### src/rtl/or1200_vlx_unpack.sv
// Variable-length MSB-first bit extractor for the OR1200 Huffman/JPEG decode path.
// Optional macro VLX_EXTEND_EN: val_o carries the JPEG EXTEND of each field.
module or1200_vlx_unpack #(
  parameter int unsigned BUF_W   = 64,
  parameter int unsigned MAX_GET = 16
) (
  input  logic        clk_i,
  input  logic        rst_i,
  input  logic [31:0] word_i,
  input  logic        word_valid_i,
  output logic        word_ready_o,
  input  logic        get_i,
  input  logic [4:0]  get_len_i,
  input  logic        align_i,
  input  logic        flush_i,
  output logic [15:0] bits_o,
  output logic [16:0] val_o,
  output logic        bits_valid_o,
  output logic [15:0] peek_o,
  output logic [6:0]  avail_o,
  input  logic        spr_addr_i,
  output logic [31:0] spr_dat_o
);

  logic [BUF_W-1:0] r_buf;
  logic [6:0]       r_cnt;
  logic [15:0]      r_bits;
  logic [16:0]      r_val;
  logic             r_valid;

  logic             w_accept;
  logic             w_consume;
  logic             w_zero_get;
  logic [6:0]       w_len;
  logic [6:0]       w_used;
  logic [6:0]       w_rem;
  logic [15:0]      w_field;
  logic [16:0]      w_val;
  logic [BUF_W-1:0] w_buf_d;
  logic [6:0]       w_cnt_d;

  assign w_len        = {2'b00, get_len_i};
  assign word_ready_o = (r_cnt <= 7'd32);
  assign w_accept     = word_valid_i & word_ready_o & ~flush_i;
  assign w_consume    = get_i & (get_len_i != 5'd0) & (w_len <= 7'(MAX_GET)) &
                        (r_cnt >= w_len) & ~align_i & ~flush_i;
  assign w_zero_get   = get_i & (get_len_i == 5'd0) & ~align_i & ~flush_i;

  // Oldest bits sit at the top, so the field is the top len bits shifted down.
  assign w_field = r_buf[63:48] >> (5'd16 - get_len_i);

`ifdef VLX_EXTEND_EN
  logic [16:0] w_mask;
  assign w_mask = (17'd1 << get_len_i) - 17'd1;
  assign w_val  = r_buf[63] ? {1'b0, w_field} : ({1'b0, w_field} - w_mask);
`else
  assign w_val  = {1'b0, w_field};
`endif

  always_comb begin
    w_used = 7'd0;
    if (align_i && !flush_i) begin
      w_used = {4'd0, r_cnt[2:0]};
    end else if (w_consume) begin
      w_used = w_len;
    end
    w_rem   = r_cnt - w_used;
    // Accept only happens with cnt <= 32, so rem <= 32 and the new word always fits.
    w_buf_d = (r_buf << w_used) | (w_accept ? ({word_i, 32'b0} >> w_rem) : {BUF_W{1'b0}});
    w_cnt_d = w_rem + (w_accept ? 7'd32 : 7'd0);
  end

  always_ff @(posedge clk_i or negedge rst_i) begin
    if (!rst_i) begin
      r_buf   <= '0;
      r_cnt   <= '0;
      r_bits  <= '0;
      r_val   <= '0;
      r_valid <= 1'b0;
    end else if (flush_i) begin
      r_buf   <= '0;
      r_cnt   <= '0;
      r_valid <= 1'b0;
    end else begin
      r_buf   <= w_buf_d;
      r_cnt   <= w_cnt_d;
      r_valid <= w_consume | w_zero_get;
      if (w_consume) begin
        r_bits <= w_field;
        r_val  <= w_val;
      end else if (w_zero_get) begin
        r_bits <= '0;
        r_val  <= '0;
      end
    end
  end

  assign bits_o       = r_bits;
  assign val_o        = r_val;
  assign bits_valid_o = r_valid;
  assign peek_o       = r_buf[63:48];
  assign avail_o      = r_cnt;
  assign spr_dat_o    = spr_addr_i ? r_buf[63:32] : {25'b0, r_cnt};

endmodule

### config.mk
export PLATFORM = sky130hd
export DESIGN_NAME = or1200_vlx_unpack
export DESIGN_NICKNAME = d
export VERILOG_FILES = /design/src/rtl/or1200_vlx_unpack.sv
export SDC_FILE = /design/constraint.sdc
export NUM_CORES = 1
export LEC_CHECK = 0
export BUFFER_PORTS_ARGS = -buffer_cell sky130_fd_sc_hd__buf_2
export CORE_MARGIN = 2
export CORE_UTILIZATION = 57
export CTS_BUF_LIST = sky130_fd_sc_hd__clkbuf_8
export CTS_CLUSTER_SIZE = 20
export DETAILED_ROUTE_END_ITERATION = 16
export PLACE_DENSITY = 0.78
export SLEW_MARGIN = 25
export SYNTH_ARGS = -nofsm -noshare
export SYNTH_HDL_FRONTEND = slang
export SYNTH_SLANG_ARGS = --single-unit
### constraint.sdc
create_clock -name clk_i -period 7.8 [get_ports clk_i]
set_clock_uncertainty 0.2 [all_clocks]
set_input_delay 1.17 -clock clk_i [delete_from_list [all_inputs] [get_ports clk_i]]
set_output_delay 1.17 -clock clk_i [all_outputs]
set_load 0.01 [all_outputs]
After elaboration in Yosys (flattened, before gate mapping)
Index checks and enable logic that the tools add are counted.
- bits in registers: 105
- input bits: 44
- output and inout port bits: 90
- add/subtract/negate cells: 3
- $lt $le $gt $ge: 3
- shifts and indexed selects: 3
- mux-type cells: 12
- bitwise operators: 14
- reduce and logical (&&, ||, !) cells: 6
- operators by type and width (cell ; number):
    $mux 64 ; 2
    $or 64x64->64 ; 1
    $shl 64x7->64 ; 1
    $shr 64x7->64 ; 1
    $mux 17 ; 2
    $mux 16 ; 2
    $mux 32 ; 1
    $shr 16x5->16 ; 1
    $mux 7 ; 2
    $and 1x1->1 ; 10
    $add 7x6->7 ; 1
    $ge 7x5->1 ; 1
    $le 7x6->1 const B ; 1
    $sub 7x7->7 ; 1
    $mux 6 ; 1
    $le 5x5->1 const B ; 1
    $logic_not 5->1 ; 1
    $mux 5 ; 1
    $reduce_bool 5->1 ; 1
    $sub 5x5->5 const A ; 1
    $not 1->1 ; 2
    $reduce_and 2->1 ; 1
    $reduce_bool 2->1 ; 1
    $logic_and 1x1->1 ; 1
    other kinds (3) ; 3

Depth between registers and ports, before layout
Gate-level depths: netlist of run 1.
- depth in word-level cells: 13
- gate-level depth with buffers: 29
- depth with buffers taken out: 20

Worst setup path before layout of run 1
No wires, ideal clock.
- path kind: input to register
- start point: input get_len_i[0]
- end point: register r_buf[17]
- setup time: 0.136 ns
- arrival time: 6.822 ns
- slack: 0.642 ns
- stages on the path: 28
- buffers on the path: 8
- path through: buf_1 clkinv_1 ha_1 and3_1 ha_1 nor4b_1 o31a_1 buf_6 a31oi_4 inv_2 buf_4 buf_4 buf_4 ha_1 inv_1 ha_1 buf_1 a21oi_1 nor2_1 o211ai_1 a21oi_1 a311oi_2 buf_6 buf_6 mux2i_1 nor2_1 o41ai_1 a21oi_1
- cells in the longest elaborated chain, start to end: 13
- elaborated cells on any way between the ends: 16
- ends and longest elaborated chain (what ; line ; source):
    start, declared ; 13 ; input logic [4:0] get_len_i,
    branches (longest 6 deep; another with $le 5x5->1) ; -- ;
    $mux 5 (*) ; 64 ; end else if (w_consume) begin
    $mux 7 (*) ; 62 ; if (align_i && !flush_i) begin
    $sub 7x7->7 ; 67 ; w_rem = r_cnt - w_used;
    $shr 64x7->64 ; 69 ; w_buf_d = (r_buf << w_used) | (w_accept ? ({word_i, 32'b0} >> w_rem) : {BUF_W{1'b0}});
    $mux 64 ; 69 ;
    $or 64x64->64 (*) ; 69 ;
    $mux 64 (*) ; 80 ; end else if (flush_i) begin
    end signal, assigned ; 85 ; r_buf <= w_buf_d;
    end, declared ; 25 ; logic [BUF_W-1:0] r_buf;
Mark *: on every way between the ends.
A chain may end at the register's enable or synchronous reset.

Worst setup path after layout of run 1
- start point: input get_len_i[0]
- end point: register r_buf[56]
Same word-level chain as after synthesis.

==> PnR_summary.wiki, run 1 <==
{| class="wikitable"
! Metric !! Value
|-
| Result of the run || complete, no violations
|-
| Number of warnings printed during yosys synthesis || 0
|-
| Crit path kind || primary input to flip-flop
|-
| Number of buffers added to fix hold violations after cts || 0
|-
| Total die area || between 20,000 and 25,000 um2
|-
| Syn Inst Count || 1,275
|-
| Number of antenna violations at the first check in global routing || 1
|-
| Post-DP HPWL || about 32,000 um
|-
| Aggregate global-route resource usage || 0.4150
|-
| Final net count || ~1,400
|-
| Ordered list of cells on the worst path || buf_2, clkinv_1, ha_1, and3_1, ha_1, nor4b_1, o31a_1, and2_4, a21oi_2, nor2_1, ha_1, o22ai_1, a311oi_1, o31ai_1, a21boi_1, buf_4, nand2_1, or3_1, a31oi_1
|-
| Core Region || between 15,000 and 20,000 um2
|-
| Worst path arrival time || between 6 and 7 ns
|-
| Setup slack after layout || ~1.0 ns
|-
| Xor/xnor cell area share of the yosys netlist || 0.003209
|-
| Async SR Flop Fraction || 1.000
|-
| Peak supply drop || around 120 uV
|-
| Leading register cell type out of synthesis || sky130_fd_sc_hd__dfrtp_1
|-
| Number of buffers inserted by port buffering || 132
|-
| First-pass iteration count of the detailed router || 7
|-
| EDFF count, synth || 0
|-
| Antenna Violating Nets Remaining || 0
|-
| Ratio of cells with drive above 1 in the final layout || 0.2097
|-
| DR vias || ~11,000
|-
| Boundary pin count || around 130
|-
| Wire length of the first global-routing pass || about 64,000 um
|-
| Kind of cell with the highest combined delay on the critical path || compound AO/OA/AOI/OAI gates
|-
| Synth-to-Final Area Change || 6.452%
|-
| CTS Root Buffer Type || sky130_fd_sc_hd__clkbuf_8
|-
| Die Height || 142.4 um
|-
| Area taken by multi-input logic gates || about 7900 um2
|-
| Layout Utilization || 0.6192
|-
| Critical Path Source Type || primary input
|-
| Vias in the first global route || 10,399
|-
| Number of buffers and inverters on the critical path || 3
|-
| Final Critical Period || just under 7 ns
|-
| Clock insertion delay at the later pin of the skew report || 0.40 ns
|-
| Total Wirelength || between 40,000 and 50,000 um
|-
| Post-route design area || 11,620 um2
|-
| Finish-stage setup viols || 0
|-
| Final cell count without fillers || 1,555
|-
| Post-DR wirelength/cell || 27.17 um
|-
| Simple-gate share of the synthesized area || 0.1711
|-
| FF/Latch Area || around 2200 um2
|-
| Flop-to-flop setup slack || about 2.2 ns
|-
| Synth Area in Adders || 0.01490
|-
| Vias per cell || slightly above 7
|-
| Placed Cells incl. Taps || roughly 1,500
|-
| Fill cells || around 1,600
|-
| Die width || around 140 um
|-
| Sequential element share of the synthesized area || 0.2017
|-
| Number of register bits inferred by synthesis || a little under 90
|-
| Maximum root-to-sink buffer count || 2
|-
| Unrepaired setup endpoints after global routing || false
|-
| CP max FO || 21
|-
| Pwr/cell area || 280.5 nW/um2
|-
| Syn_nets || between 1,000 and 1,500
|-
| Multiplexer area fraction after synthesis || 0.3383
|-
| Tightest Pin Transition || roughly 1 ns
|-
| CP Capture Type || flip-flop
|-
| Main combinational cell family by area after synthesis || multiplexers
|-
| Summed negative setup slack over all endpoints || 0 ns
|-
| Antenna cells || 0
|-
| Rel. slew slack || 0.3389
|-
| Leakage Power || roughly 5 nW
|-
| Setup WS pre-CTS || between 0.6 and 0.7 ns
|-
| Number of max-capacitance violations reported || 0
|-
| Pin count of the biggest net entering global routing || just over 60
|-
| Mapped Area || ~11,000 um2
|-
| Count of H-tree levels built during CTS || 3
|-
| Post-CTS Setup Bufs || 0
|-
| Top cell by count, worst path || sky130_fd_sc_hd__ha_1
|-
| Weighted congestion reported at the end of routability-driven placement || about 1.1
|-
| Hold Violations, Final || 0
|-
| Area after detailed placement || roughly 11,000 um2
|-
| Synthesized area per cell || between 8 and 9 um2
|-
| Count of unresolved DRC violations after routing || 0
|-
| CTS tree || yes
|-
| Starting density of the core || 0.5817
|-
| Starting DRT DRC Count || between 1,500 and 2,000
|-
| Yosys cell types || 87
|-
| Endpoint required time on the critical path || ~7.9 ns
|-
| Number of CTS-inserted buffers || 9
|-
| Clock net sink count || 88
|-
| Delay contributed by the slowest stage of the critical path || between 0.5 and 0.6 ns
|-
| Post-CTS Resized || 0
|-
| Sum of overflow across all layers after global routing || 0
|-
| Final worst path period share || 0.8670
|-
| Critical-path top delay cell || sky130_fd_sc_hd__or3_1
|-
| Max-slew violation total from the final report || 0
|-
| Compound-Gate Fraction of Synth Area || 0.1922
|-
| Max Clock Freq || approximately 150 MHz
|-
| Row Count || 50
|-
| Clock slew seen by the registers of the worst setup and hold paths || between 0.1 and 0.15 ns
|-
| Classification of the worst-slack hold path || flip-flop to flip-flop
|}
## layout by cell type, fill, tap and decap left out, types with 4 or more instances in the layout
master	n
sky130_fd_sc_hd__buf_2	131
sky130_fd_sc_hd__a31oi_1	31
sky130_fd_sc_hd__o31ai_1	4
sky130_fd_sc_hd__nor3_1	22
sky130_fd_sc_hd__mux2_2	17
sky130_fd_sc_hd__o21a_1	4
sky130_fd_sc_hd__ha_1	12
sky130_fd_sc_hd__o211ai_1	20
sky130_fd_sc_hd__a22o_1	5
sky130_fd_sc_hd__a21oi_1	50
sky130_fd_sc_hd__inv_1	14
sky130_fd_sc_hd__mux4_2	40
sky130_fd_sc_hd__o22a_1	4
sky130_fd_sc_hd__nand2_1	185
sky130_fd_sc_hd__and3_1	5
sky130_fd_sc_hd__a22oi_1	12
sky130_fd_sc_hd__a32oi_1	12
sky130_fd_sc_hd__a211o_1	5
sky130_fd_sc_hd__nand2b_1	4
sky130_fd_sc_hd__nor2_1	62
sky130_fd_sc_hd__or3_1	8
sky130_fd_sc_hd__buf_4	38
sky130_fd_sc_hd__a211oi_1	18
sky130_fd_sc_hd__dfrtp_1	88
sky130_fd_sc_hd__clkbuf_8	10
sky130_fd_sc_hd__o22ai_1	18
sky130_fd_sc_hd__a221oi_1	12
sky130_fd_sc_hd__a21o_1	5
sky130_fd_sc_hd__nand4_1	5
sky130_fd_sc_hd__a311oi_1	4
sky130_fd_sc_hd__and2_1	34
sky130_fd_sc_hd__nand3_1	53
sky130_fd_sc_hd__o221ai_1	7
sky130_fd_sc_hd__nor2b_1	8
sky130_fd_sc_hd__mux2i_1	257
sky130_fd_sc_hd__o21ai_1	10
sky130_fd_sc_hd__o21ai_0	30
## registers in the layout, indices dropped and copies added, names as in the netlist
register and flops:
bits_valid_o 1, val_o 16, r_buf 64, avail_o 7
## where the power goes
part           internal, mW  total (mW)  switching [mW]
Combinational         0.750        2.13            1.38
Sequential            0.585       0.804           0.219
Clock                 0.127       0.326           0.199
Total                  1.46        3.26            1.80
## Yosys cell counts, types with 10 or more instances
master | count | area share
sky130_fd_sc_hd__ha_1 | 13 | 0.015
sky130_fd_sc_hd__a211oi_1 | 18 | 0.012
sky130_fd_sc_hd__a22oi_1 | 12 | 0.0083
sky130_fd_sc_hd__dfrtp_1 | 88 | 0.20
sky130_fd_sc_hd__mux2_2 | 17 | 0.018
sky130_fd_sc_hd__nand3_1 | 53 | 0.024
sky130_fd_sc_hd__inv_1 | 13 | 0.0045
sky130_fd_sc_hd__buf_2 | 25 | 0.011
sky130_fd_sc_hd__a32oi_1 | 12 | 0.0096
sky130_fd_sc_hd__buf_1 | 12 | 0.0041
sky130_fd_sc_hd__mux2i_1 | 257 | 0.24
sky130_fd_sc_hd__buf_4 | 43 | 0.030
sky130_fd_sc_hd__nor3_1 | 22 | 0.010
sky130_fd_sc_hd__a21oi_1 | 50 | 0.023
sky130_fd_sc_hd__o21ai_1 | 10 | 0.0046
sky130_fd_sc_hd__o211ai_1 | 20 | 0.014
sky130_fd_sc_hd__a221oi_1 | 12 | 0.0096
sky130_fd_sc_hd__mux4_2 | 40 | 0.083
sky130_fd_sc_hd__and2_1 | 34 | 0.019
sky130_fd_sc_hd__o21ai_0 | 31 | 0.014
sky130_fd_sc_hd__o22ai_1 | 18 | 0.010
sky130_fd_sc_hd__nor2_1 | 62 | 0.021
sky130_fd_sc_hd__nand2_1 | 185 | 0.064
sky130_fd_sc_hd__clkbuf_1 | 52 | 0.018
sky130_fd_sc_hd__a31oi_1 | 31 | 0.018
## path summary, 6_finish.rpt
kind,start,to,cells past startpoint
max in group asynchronous,rst_i,r_buf[13]$_DFF_PN0_,2
max,get_len_i[0],r_buf[56]$_DFF_PN0_,19
min,val_o[4]$_DFFE_PN0P_,val_o[4]$_DFFE_PN0P_,2
min reg2reg,val_o[4]$_DFFE_PN0P_,val_o[4]$_DFFE_PN0P_,2
max reg2reg,avail_o[1]$_DFF_PN0_,r_buf[56]$_DFF_PN0_,16
min in group asynchronous,rst_i,val_o[0]$_DFFE_PN0P_,1
## final cells by class
| class | count | share of cell area |
|---|---|---|
| multi-input cells | 1030 | 0.6799 |
| clock buffers | 10 | 0.01184 |
| clock inverters | 6 | 0.003876 |
| repair buffers | 171 | 0.08441 |
| flip-flops and latches | 88 | 0.1895 |
| inverters | 16 | 0.005276 |
| well taps | 234 | 0.02519 |
## kinds of logic (layout without fill, tap and decap cells)
family,Yosys count,count (layout)
DFF,88,88
buffers and inverters,157,203
adders and majority gates,13,13
and+or+nand+nor,406,406
other,1,1
muxes,316,316
AOI/OAI and AO/OA,290,290
xor gates and xnor gates,4,4
## metrics by stage
step	hold slack, ns	power (mW)
after global routing	0.3489	3.395
after floorplan	0.3349	2.155
after CTS	0.3051	3.167
after global placement	0.2734	2.838
after detailed placement	0.2845	2.842
final	0.3011	3.260
## worst min-delay path, stage by stage (launching register included)
cell and delay [ns]:
sky130_fd_sc_hd__dfrtp_1 0.36, sky130_fd_sc_hd__nand2_1 0.05, sky130_fd_sc_hd__o21ai_0 0.06
## per-layer routing
metal	track usage	vias up	wire length, um
li1	-	4864	-
met1	0.5629	5360	16470
met2	0.6316	825	18410
met3	0.07537	161	4770
met4	0.2209	2	2580
met5	0	-	13
Note: power is estimated with default switching activity, not from simulation.
==> inputs of run 2 (changes only) <==
--- a/config.mk
+++ b/config.mk
@@ -6,11 +6,11 @@
 export NUM_CORES = 1
 export LEC_CHECK = 0
 export BUFFER_PORTS_ARGS = -buffer_cell sky130_fd_sc_hd__buf_2
-export CORE_MARGIN = 2
 export CORE_UTILIZATION = 57
 export CTS_BUF_LIST = sky130_fd_sc_hd__clkbuf_8
 export CTS_CLUSTER_SIZE = 20
 export DETAILED_ROUTE_END_ITERATION = 16
+export GPL_ROUTABILITY_DRIVEN = 0
 export PLACE_DENSITY = 0.78
 export SLEW_MARGIN = 25
 export SYNTH_ARGS = -nofsm -noshare
==> constraint.sdc (replaced) <==
create_clock -name clk_i -period 7.8 [get_ports clk_i]
set_clock_uncertainty 0.2 [all_clocks]
set_input_delay 0.39 -clock clk_i [delete_from_list [all_inputs] [get_ports clk_i]]
set_output_delay 0.39 -clock clk_i [all_outputs]
set_load 0.01 [all_outputs]
==> run 2 against run 1 <==
Against the previous run: cell count fell by 0.19%; worst hold slack got worse by 0.088 ns; die area fell by 2.8%; final area fell by 0.22%; count of clock-buffer cells in the layout did not move; combinational power fell by 2%; global-route usage fell by 1.0 points; critical path depth rose by 3; register-to-register slack got worse by 0.80 ns; clock power fell by 2%; routed wire length fell by 7.1%.
==> PnR_summary.wiki, run 2 (synthesis gave the netlist of run 1 again) <==
{| class="wikitable"
! Metric !! Value
|-
| Final worst path period share || 0.8581 (-0.008956)
|-
| Post-DP HPWL || 28,510 um (-9.9%)
|-
| First-pass iteration count of the detailed router || 8 (+1)
|-
| Rel. slew slack || 0.3278 (-0.01112)
|-
| Critical Path Source Type || primary input
|-
| Internal power || 1.454 mW (-0.50%)
|-
| Final net count || 1,369 (-0.29%)
|-
| FF/Latch Area || 2202 um2 (unchanged)
|-
| CTS tree || yes
|-
| Clock slew seen by the registers of the worst setup and hold paths || 0.11 ns (about the same)
|-
| Crit path kind || primary input to flip-flop
|-
| Count of H-tree levels built during CTS || 3 (unchanged)
|-
| Result of the run || complete, no violations
|-
| Final Critical Period || 6.693 ns (-0.06986 ns)
|-
| Launch point of the worst hold path || flush_i
|-
| Net Sw Frac || 0.5477 (-0.003823)
|-
| Number of buffers added to fix hold violations after cts || 1 (+1)
|-
| Post-DR wirelength/cell || 25.30 um (-6.9%)
|-
| Flop-to-flop setup slack || 1.35 ns (-0.80 ns)
|-
| Register name with the most flops || r_buf
|-
| Max Clock Freq || 149.4 MHz (+1.0%)
|-
| Summed negative setup slack over all endpoints || 0 ns (unchanged)
|-
| Tightest Pin Transition || 1.008 ns (+0.01667 ns)
|-
| Die Height || 140.4 um (-1.4%)
|-
| Wire length of the first global-routing pass || 60,960 um (-4.1%)
|-
| Die width || 140.4 um (-1.4%)
|-
| Clock net sink count || 88 (unchanged)
|-
| Boundary pin count || 134 (unchanged)
|-
| Total Wirelength || 39,260 um (-7.1%)
|-
| Core Region || 18,770 um2 (unchanged)
|-
| Synth-to-Final Area Change || 6.223%
|-
| Part of the power in registers || 0.251 (+0.004)
|-
| Total die area || 19,710 um2 (-2.8%)
|-
| Worst Hold Endpoint || r_buf[1]$_DFF_PN0_
|-
| Share of power burned in combinational logic || 0.649 (-0.004)
|-
| CP max FO || 21 (unchanged)
|-
| Most common cell after layout, fill and taps aside || sky130_fd_sc_hd__mux2i_1
|-
| Classification of the worst-slack hold path || primary input to flip-flop
|-
| Post-CTS Resized || 0 (unchanged)
|-
| Net switching power || 1.762 mW (-2.0%)
|-
| Max-slew violation total from the final report || 0 (unchanged)
|-
| Vias in the first global route || 10,493 (+0.90%)
|-
| Endpoint required time on the critical path || 7.87 ns (about the same)
|-
| Cells on worst reg2reg path || 17 (+1)
|-
| Pin count of the biggest net entering global routing || 72 (+18%)
|-
| Cell count of the worst hold path || 4 (+2)
|-
| Fin Hold WS || 0.2135 ns (-0.08762 ns)
|-
| Hold Violations, Final || 0 (unchanged)
|-
| Count of unresolved DRC violations after routing || 0 (unchanged)
|-
| R2R Path Start || avail_o[1]$_DFF_PN0_
|-
| Peak supply drop || 132.1 uV (+11%)
|-
| Number of max-capacitance violations reported || 0 (unchanged)
|-
| Row Count || 50 (unchanged)
|-
| Clock insertion delay at the later pin of the skew report || 0.40 ns (about the same)
|-
| Finish-stage setup viols || 0 (unchanged)
|-
| Number of buffers inserted by port buffering || 132 (unchanged)
|-
| Sum of overflow across all layers after global routing || 0 (unchanged)
|-
| Number of CTS-inserted buffers || 9 (unchanged)
|-
| Maximum root-to-sink buffer count || 2 (unchanged)
|-
| Leakage Power || 5.009 nW (-0.56%)
|-
| CTS Root Buffer Type || sky130_fd_sc_hd__clkbuf_8
|-
| Proportion of power drawn by the clock network || 0.100 (about the same)
|-
| Worst path arrival time || 6.77 ns (-0.06 ns)
|-
| Pwr/cell area || 277.3 nW/um2 (-1.1%)
|-
| CP Capture Type || flip-flop
|-
| Area taken by multi-input logic gates || 7903 um2 (about the same)
|-
| Aggregate global-route resource usage || 0.4050 (-0.01008)
|-
| Fill cells || 1,600 (-1.1%)
|-
| Ratio of cells with drive above 1 in the final layout || 0.2073 (-0.002400)
|-
| Capturing point of the worst reg2reg path || r_buf[62]$_DFF_PN0_
|-
| Starting density of the core || 0.5817 (unchanged)
|-
| Unrepaired setup endpoints after global routing || false
|-
| Antenna Violating Nets Remaining || 0 (unchanged)
|-
| Power Total || 3.216 mW (-1.3%)
|-
| Post-CTS Setup Bufs || 0 (unchanged)
|-
| DR vias || 11,302 (+0.80%)
|-
| Highest-count cells in the layout ignoring fill and taps || 257 x sky130_fd_sc_hd__mux2i_1, 185 x sky130_fd_sc_hd__nand2_1, 131 x sky130_fd_sc_hd__buf_2, 88 x sky130_fd_sc_hd__dfrtp_1, 62 x sky130_fd_sc_hd__nor2_1
|-
| Starting DRT DRC Count || 1,596 (+1.9%)
|-
| Flip-flop count of the largest register, all copies and words added || 64 (unchanged)
|-
| Number of antenna violations at the first check in global routing || 1 (unchanged)
|-
| Vias per cell || 7.282 (+1.0%)
|}
-- run 2: power groups by stage --
stage | clock [mW] | combinational [mW] | sequential (mW)
4_1_cts | 0.317 | 1.98 | 0.783
3_3_place_gp | 0 | 1.95 | 0.789
5_1_grt | 0.335 | 2.21 | 0.809
6_report | 0.321 | 2.09 | 0.806
3_5_place_dp | 0 | 1.97 | 0.792
2_1_floorplan | 0 | 1.46 | 0.693
-- run 2: stage by stage --
stage          std cells  worst slack (ns)  area, um2  utilization
6_report            1552             1.107      11600       0.6179
5_1_grt             1551            0.7942      11590       0.6177
4_1_cts             1550             1.358      11560       0.6160
3_5_place_dp        1533            0.9402      11370       0.6057
3_3_place_gp        1533             1.088      11370       0.6057
2_1_floorplan       1275             1.422      10920            -
-- run 2: critical path, stage by stage --
cell and delay (ns):
sky130_fd_sc_hd__buf_2 0.41, sky130_fd_sc_hd__clkinv_1 0.32, sky130_fd_sc_hd__ha_1 0.32, sky130_fd_sc_hd__and3_1 0.22, sky130_fd_sc_hd__ha_1 0.20, sky130_fd_sc_hd__nor4b_1 0.34, sky130_fd_sc_hd__o31a_1 0.54, sky130_fd_sc_hd__a31oi_4 0.37
sky130_fd_sc_hd__clkinv_2 0.16, sky130_fd_sc_hd__ha_2 0.24, sky130_fd_sc_hd__inv_1 0.12, sky130_fd_sc_hd__ha_1 0.29, sky130_fd_sc_hd__a21oi_1 0.14, sky130_fd_sc_hd__nor2_1 0.06, sky130_fd_sc_hd__o211ai_1 0.19, sky130_fd_sc_hd__a21oi_1 0.14
sky130_fd_sc_hd__a311oi_4 0.67, sky130_fd_sc_hd__buf_4 0.36, sky130_fd_sc_hd__mux2i_1 0.57, sky130_fd_sc_hd__mux2i_1 0.31, sky130_fd_sc_hd__a22oi_1 0.29, sky130_fd_sc_hd__o21ai_1 0.10
-- run 2: per-layer routing --
metal	GRT usage	part of all wire
met1	0.5209	0.37
met2	0.6037	0.42
met3	0.1142	0.14
met4	0.2452	0.069
met5	0	0
-- run 2: worst max-delay path by stage --
stage                             from                  end  slack [ns]
final                     get_len_i[0]  r_buf[32]$_DFF_PN0_        1.11
after global routing      get_len_i[0]  r_buf[32]$_DFF_PN0_        0.79
after CTS                 get_len_i[0]  r_buf[32]$_DFF_PN0_        1.36
after detailed placement  get_len_i[0]  r_buf[32]$_DFF_PN0_        0.94
after global placement    get_len_i[0]  r_buf[32]$_DFF_PN0_        1.09
after floorplan           get_len_i[0]  r_buf[17]$_DFF_PN0_        1.42
-- run 2: final cells by class --
class	instances	share of cell area
Antenna cell	1	0.0002158
Clock buffer	10	0.01187
Clock inverter	6	0.003884
Inverter	16	0.005287
Multi-Input combinational cell	1030	0.6815
Sequential cell	88	0.1899
Tap cell	234	0.02525
Timing Repair Buffer	167	0.08211
